## config.mk

```make
export PLATFORM = sky130hd
export DESIGN_NAME = fetch_sequencer
export DESIGN_NICKNAME = d
export VERILOG_FILES = /design/src/rtl/fetch_sequencer.sv
export SDC_FILE = /design/constraint.sdc
export NUM_CORES = 1
export LEC_CHECK = 0
export ABC_AREA = 1
export CORE_AREA = 4 4 115 117
export CTS_BUF_LIST = sky130_fd_sc_hd__clkbuf_4 sky130_fd_sc_hd__clkbuf_8
export CTS_CLUSTER_DIAMETER = 40
export DETAILED_ROUTE_END_ITERATION = 10
export DIE_AREA = 0 0 119 121
export PLACE_DENSITY = 0.86
export RECOVER_POWER = 25
export SLEW_MARGIN = 40
export SYNTH_ARGS = -nofsm -noshare
export SYNTH_HDL_FRONTEND = slang
export SYNTH_SLANG_ARGS = --single-unit
```

## constraint.sdc

```tcl
create_clock -name clk -period 2.65 [get_ports clk]
set_clock_uncertainty 0.1 [all_clocks]
set_input_delay 0.53 -clock clk [delete_from_list [all_inputs] [get_ports clk]]
set_output_delay 0.53 -clock clk [all_outputs]
set_load 0.005 [all_outputs]
```

## src/rtl/fetch_sequencer.sv

```systemverilog
// fetch_sequencer -- instruction fetch/execute sequencer.
//
// Fetches one instruction word from instruction memory, presents it to the
// datapath for a single execute cycle, then computes the next pc (jump,
// taken branch or pc+4). A fetch that waits too long on memory, or a next pc
// that is not word aligned, parks the block in FAULT. A halt request seen in
// the execute cycle parks it in HALT. Both are left only through reset.
//
// Ports
//   clk          in   single clock, rising edge
//   reset        in   synchronous active-high reset
//   imem_req     out  instruction-memory read request (FETCH only)
//   imem_addr    out  fetch address (always the current pc)
//   imem_ready   in   imem_rdata valid this cycle
//   imem_rdata   in   instruction word from memory
//   instr        out  latched instruction for the datapath
//   instr_valid  out  one-cycle execute strobe (EXEC only)
//   pc           out  current program counter
//   pc_branch    in   branch target from the datapath
//   branch       in   branch instruction flag   (sampled in EXEC)
//   zero         in   ALU zero flag             (sampled in EXEC)
//   jump         in   jump instruction flag     (sampled in EXEC)
//   halt_req     in   stop request              (sampled in EXEC)
//   retired      out  executed-instruction count, wraps at 2^32
//   halted       out  high in HALT
//   fault        out  high in FAULT
//
// state | meaning
// ------+-------------------------------------------------------------
// IDLE  | one cycle after reset release
// FETCH | imem_req high, waiting for imem_ready (bounded by WAIT_MAX)
// EXEC  | instr_valid high for one cycle, next pc and retire count update
// HALT  | stopped on request, everything frozen until reset
// FAULT | fetch timeout or misaligned next pc, frozen until reset

module fetch_sequencer #(
  parameter logic [31:0] RESET_PC = 32'h0000_0000,
  parameter int unsigned WAIT_MAX = 15
) (
  input  logic        clk,
  input  logic        reset,
  output logic        imem_req,
  output logic [31:0] imem_addr,
  input  logic        imem_ready,
  input  logic [31:0] imem_rdata,
  output logic [31:0] instr,
  output logic        instr_valid,
  output logic [31:0] pc,
  input  logic [31:0] pc_branch,
  input  logic        branch,
  input  logic        zero,
  input  logic        jump,
  input  logic        halt_req,
  output logic [31:0] retired,
  output logic        halted,
  output logic        fault
);

  localparam int unsigned WW = (WAIT_MAX < 2) ? 1 : $clog2(WAIT_MAX + 1);

  typedef enum logic [2:0] {
    S_IDLE  = 3'd0,
    S_FETCH = 3'd1,
    S_EXEC  = 3'd2,
    S_HALT  = 3'd3,
    S_FAULT = 3'd4
  } state_e;

  state_e          state_q, state_d;
  logic [31:0]     pc_q, pc_d;
  logic [31:0]     instr_q, instr_d;
  logic [31:0]     retired_q, retired_d;
  logic [WW-1:0]   wait_q, wait_d;

  logic [31:0]     pc_plus4;
  logic [31:0]     jump_tgt;
  logic [31:0]     pc_sel;
  logic [WW-1:0]   wait_inc;

  always_ff @(posedge clk) begin
    if (reset) begin
      state_q   <= S_IDLE;
      pc_q      <= RESET_PC;
      instr_q   <= '0;
      retired_q <= '0;
      wait_q    <= '0;
    end else begin
      state_q   <= state_d;
      pc_q      <= pc_d;
      instr_q   <= instr_d;
      retired_q <= retired_d;
      wait_q    <= wait_d;
    end
  end

  always_comb begin
    state_d   = state_q;
    pc_d      = pc_q;
    instr_d   = instr_q;
    retired_d = retired_q;
    // Counter only survives while FETCH keeps waiting, so every new entry
    // into FETCH starts from zero.
    wait_d    = '0;

    pc_plus4 = pc_q + 32'd4;
    jump_tgt = {pc_plus4[31:28], instr_q[25:0], 2'b00};
    if (jump) begin
      pc_sel = jump_tgt;
    end else if (branch && zero) begin
      pc_sel = pc_branch;
    end else begin
      pc_sel = pc_plus4;
    end

    // wait_inc is the number of not-ready cycles including this one.
    wait_inc = wait_q + WW'(1);

    case (state_q)
      S_IDLE: begin
        state_d = S_FETCH;
      end
      S_FETCH: begin
        if (imem_ready) begin
          instr_d = imem_rdata;
          state_d = S_EXEC;
        end else if (wait_inc == WW'(WAIT_MAX)) begin
          state_d = S_FAULT;
        end else begin
          wait_d = wait_inc;
        end
      end
      S_EXEC: begin
        retired_d = retired_q + 32'd1;
        // A misaligned target faults before halt_req is considered and
        // leaves pc pointing at the instruction that produced it.
        if (pc_sel[1:0] != 2'b00) begin
          state_d = S_FAULT;
        end else begin
          pc_d    = pc_sel;
          state_d = halt_req ? S_HALT : S_FETCH;
        end
      end
      S_HALT:  state_d = S_HALT;
      S_FAULT: state_d = S_FAULT;
      default: state_d = S_IDLE;
    endcase
  end

  assign imem_req    = (state_q == S_FETCH);
  assign imem_addr   = pc_q;
  assign instr       = instr_q;
  assign instr_valid = (state_q == S_EXEC);
  assign pc          = pc_q;
  assign retired     = retired_q;
  assign halted      = (state_q == S_HALT);
  assign fault       = (state_q == S_FAULT);

endmodule

```

# Word-level counts from Yosys, hierarchy flattened
# Cells that the tools add are included.
[classes]
n_bitwise = 2
mux = 7
eq_ne = 6
n_div = 0
multipliers = 0
n_shift = 0
reduce_logical = 6
add_sub_neg = 3
magnitude_cmp = 0
[ops]
columns = ["op", "n"]
rows = [
  ["2-to-1 mux 32 bit", 2],
  ["adder 32 x 1 -> 32 bit (second input constant)", 1],
  ["adder 32 x 3 -> 32 bit (second input constant)", 1],
  ["case mux 3 bit (5 select lines)", 1],
  ["2-to-1 mux 3 bit", 3],
  ["== test 3 x 2 -> 1 bit (second input constant)", 2],
  ["adder 4 x 1 -> 4 bit (second input constant)", 1],
  ["== test 4 bit (second input constant)", 1],
  ["AND reduction 2 bit", 2],
  ["OR reduction 4 bit", 1],
  ["== test 3 x 1 -> 1 bit (second input constant)", 1],
  ["== test 3 bit (second input constant)", 1],
  ["logical NOT 3 bit", 1],
  ["!= test 3 x 1 -> 1 bit (second input constant)", 1],
  ["2-to-1 mux 2 bit", 1],
  ["inverter 1 bit", 2],
  ["nonzero test 2 bit", 1],
  ["logical AND 1 bit", 1],
]
[totals]
wordCells = 29
ramBits = 0
latch_bits = 0
regBits = 103
n_memories = 0
output_inout_bits = 132
input_bits = 71
rom_bits = 0

# Longest topological paths before layout
# Gate-level depths: netlist of run 1.
[logic_depth]
depth_word = 6
ltp_mapped = 10
mapped_depth_nobuf = 10

# Worst setup path after synthesis of run 1
# No wires, ideal clock.
[synth_timing]
path_kind = "input to register"
startpoint = "in jump"
endpoint = "reg pc_q[19] (netlist: imem_addr[19])"
arrival_ns = 1.450
required_time_ns = 2.428
stages = 10
setup_time_ns = 0.122
path_buffers = 2
slack_ns = 0.978
path_cell_list = "buf_4 -> inv_2 -> nand2_2 -> inv_2 -> nand2_2 -> nand3_2 -> inv_2 -> buf_4 -> o21ai_0 -> a21oi_2"
[synth_between]
elab_chain_len = 4
[synth_rtl]
columns = ["element", "line_no", "text"]
rows = [
  ["start: declaration", "52", "input logic jump,"],
  ["2-to-1 mux 32 bit *", "107", "if (jump) begin"],
  ["nonzero test 2 bit", "136", "if (pc_sel[1:0] != 2'b00) begin"],
  ["inverter 1 bit (no line)", "-", ""],
  ["AND reduction 2 bit (no line)", "-", ""],
  ["end signal: assignment", "89", "pc_q <= pc_d;"],
  ["end: declaration", "70", "logic [31:0] pc_q, pc_d;"],
]
# Every way passes the cells marked *; elsewhere a longest branch is shown, timed or not.
# A chain may end at the register's enable or synchronous reset.

# Worst setup path in the final report of run 1
[layout_timing]
startpoint = "reg state_q[1]"
endpoint = "out instr_valid"
[layout_between]
elab_chain_len = 1
[layout_rtl]
columns = ["element", "line_no", "text"]
rows = [
  ["start: declaration", "69", "state_e state_q, state_d;"],
  ["start signal: assignment", "88", "state_q <= state_d;"],
  ["== test 3 x 2 -> 1 bit", "152", "assign instr_valid = (state_q == S_EXEC);"],
  ["end: declaration", "47", "output logic instr_valid,"],
]
# No other way between the ends.

==> results of run 1 <==
## final cells by class
class | instances | area share, %
repair buffers | 218 | 26.1
clock buffers | 12 | 1.87
inverters | 81 | 3.72
clock inverters | 4 | 0.382
well taps | 172 | 2.63
flip-flops and latches | 103 | 25.2
multi-input cells | 709 | 40.1
## cells in the mapped netlist, types with 2 or more instances
cell,count
nand2_1,236
nor3_1,9
o21ai_0,82
nor3b_1,3
nand3b_1,10
inv_2,8
clkbuf_1,18
o22ai_1,3
clkbuf_8,2
nand4_1,4
buf_2,7
dfxtp_1,103
nand3_1,35
o221ai_1,2
inv_1,72
nand2_2,7
nand2_4,2
nand3_2,5
a31oi_1,4
a21oi_1,71
buf_6,3
nor2_1,189
nor2_4,8
o21bai_1,2
o21ai_1,3
ha_1,4
buf_4,35
xnor2_1,9
a211oi_1,2
nor2_2,7
## layer usage
layer  vias to the layer above  part of all wire [%]  track usage (%)  routed length (um)
li1                       3363                     -                -                   -
met1                      3156                    43             37.9                8680
met2                       346                    45             43.7                9060
met3                        50                   9.6             5.55                1960
met4                         0                   3.2             10.7                 658
met5                         -                     0                0                   0
## cells by family after synthesis
logic type               count (synthesis)  share of synthesized area [%]
AO/OA/AOI/OAI                          174                           15.0
adder cells (fa/ha/maj)                  4                          0.821
flip-flops                             103                           33.8
XOR/XNOR                                10                           1.44
buffers and inverters                  146                           12.0
AND/OR/NAND/NOR                        521                           36.9
## flip-flops by register name, summed over array words and instances (netlist names)
name / count
state_q: 3
imem_addr: 32
retired: 32
instr: 32
wait_q: 4
## final timing paths
path | from | end | cells past startpoint
max reg2reg | retired[0] | retired[22] | 10
max | state_q[1] | instr_valid | 3
min reg2reg | wait_q[0] | wait_q[0] | 1
min | wait_q[0] | wait_q[0] | 1
## metrics by stage
| step | instance area [um2] | std cells | hold slack (ns) | setup WS (ns) |
|---|---|---|---|---|
| floorplan | 6090 | 958 | 0.330 | 0.978 |
| global placement | 8040 | 1283 | 0.346 | 0.416 |
| detailed placement | 8040 | 1283 | 0.365 | 0.335 |
| CTS | 8220 | 1299 | 0.385 | 0.316 |
| global route | 8180 | 1299 | 0.416 | 0.233 |
| finish | 8180 | 1299 | 0.383 | 0.341 |
## power breakdown
group	internal (mW)	switching [mW]	total (mW)
registers	1.66	0.145	1.80
clock network	0.393	0.567	0.960
logic	0.453	0.390	0.843
==> qor.txt, run 1 <==
max_cap viols = 0
global route total overflow = 0
Pleak = 2.98 nW
register area = 2060 um2
cts repair resizes = 0
ANT nets after route = 0
Overall Global Routing Usage = 27.9%
Async S/R FF share, synth = 0%
# port buffers = 202
outcome = finished, final reports clean
Main synth FF type = dfxtp_1
Net Count, Synth = 1,033
hold buffer count at CTS = 0
Post-Syn Area per Cell = 6.36 um2
Pre-antenna DRT Iters = 7
Iter 0 DRT Violations = 662
share of cells above drive strength 1 = 6.03%
cell taking the most area after synthesis = dfxtp_1
Initial Util = 49.3%
row cnt = 41
drt total wl = 20.4 mm
max frequency = 0.433 GHz
die area = 14,400 um2
sequential element share of the synthesized area = 33.8%
hpwl dp = 15.5 mm
RSZ-0062 raised after global routing = false
largest net degree at the start of global routing = 50
footprint of the multi-input gates = 3280 um2
gate count of the mapped netlist = 958
Slew HR = 9.07%
synth top area cells = dfxtp_1 (34%), nand2_1 (15%), nor2_1 (12%), o21ai_0 (6.7%), a21oi_1 (5.8%)
gpl congestion = 1.01
insertion delay to the later sink of the worst-skew pair = 0.38 ns
cts bufs inserted = 9
Setup violations, final = 0
FF-to-FF setup slack = 0.62 ns
first-pass GRT wire length = 32.3 mm
total power = 3.61 mW
endpoint class of the critical path = primary output
most common cell after layout, fill and taps aside = nand2_1
number of synthesized register bits = 103
clock-pin slew on the worst setup and hold paths = 0.10 ns
Slowest-stage cell, CP = clkdlybuf4s50_1
fillcell total = 1,132
crit path launch type = flip-flop
most frequent cells in the layout = nand2_1 (236), clkdlybuf4s50_1 (201), nor2_1 (190), dfxtp_1 (103), o21ai_0 (82)
synth warn = 0
Die Ht = 121 um
worst-path fanout max = 13
H-tree lvl count = 3
area grow syn2layout = 34.2%
Peak VDD IR = 0.338 mV
Pwr Density = 441 nW/um2
clock root cell = clkbuf_8
ratio of final minimum period to clock period = 87.1%
Tightest Pin Transition = 1.36 ns
CP Class = reg -> out
Slowest Stage Delay on Critical Path = 0.57 ns
post-synth cell types = 43
clock buffer depth = 2
io pins = 203
Synth Cell Area = 6090 um2
clock period minus worst slack = 2.31 ns
initial antenna violation count = 0
Post-synth EDFFs = 0
CTS tree = done
vias in the first global route = 6,184
Req. time, crit path = 2.02 ns
post-synth top area share = 33.8%
setup TNS = 0 ns
via/cell ratio = 5.32
final core occ = 66.2%
setup bufs post-CTS = 0
Worst Path Buf+Inv = 2
HP Class = reg -> reg
critical path arrival = 1.68 ns
Core ar. = 12,400 um2
die width = 119 um
# diodes = 0
CP top delay family = buffers and inverters
cell chain of the critical path = nand3_2 -> inv_2 -> clkdlybuf4s50_1
CTS sink cnt = 103
routed length per instance = 15.7 um
DRC Markers = 0
Vias = 6,915
Fin. Hold Viols = 0
Final Slew Violations = 0
nets = 1,197
Note: power is estimated with default switching activity, not from simulation.
==> run 2: changes to the inputs <==
--- a/config.mk
+++ b/config.mk
@@ -9,8 +9,10 @@
 export CORE_AREA = 4 4 115 117
 export CTS_BUF_LIST = sky130_fd_sc_hd__clkbuf_4 sky130_fd_sc_hd__clkbuf_8
 export CTS_CLUSTER_DIAMETER = 40
+export CTS_CLUSTER_SIZE = 30
 export DETAILED_ROUTE_END_ITERATION = 10
 export DIE_AREA = 0 0 119 121
+export GPL_ROUTABILITY_DRIVEN = 1
 export PLACE_DENSITY = 0.86
 export RECOVER_POWER = 25
 export SLEW_MARGIN = 40
==> results of run 2 <==
Same layout as run 1: the final DEF is identical, and so are final timing and power.
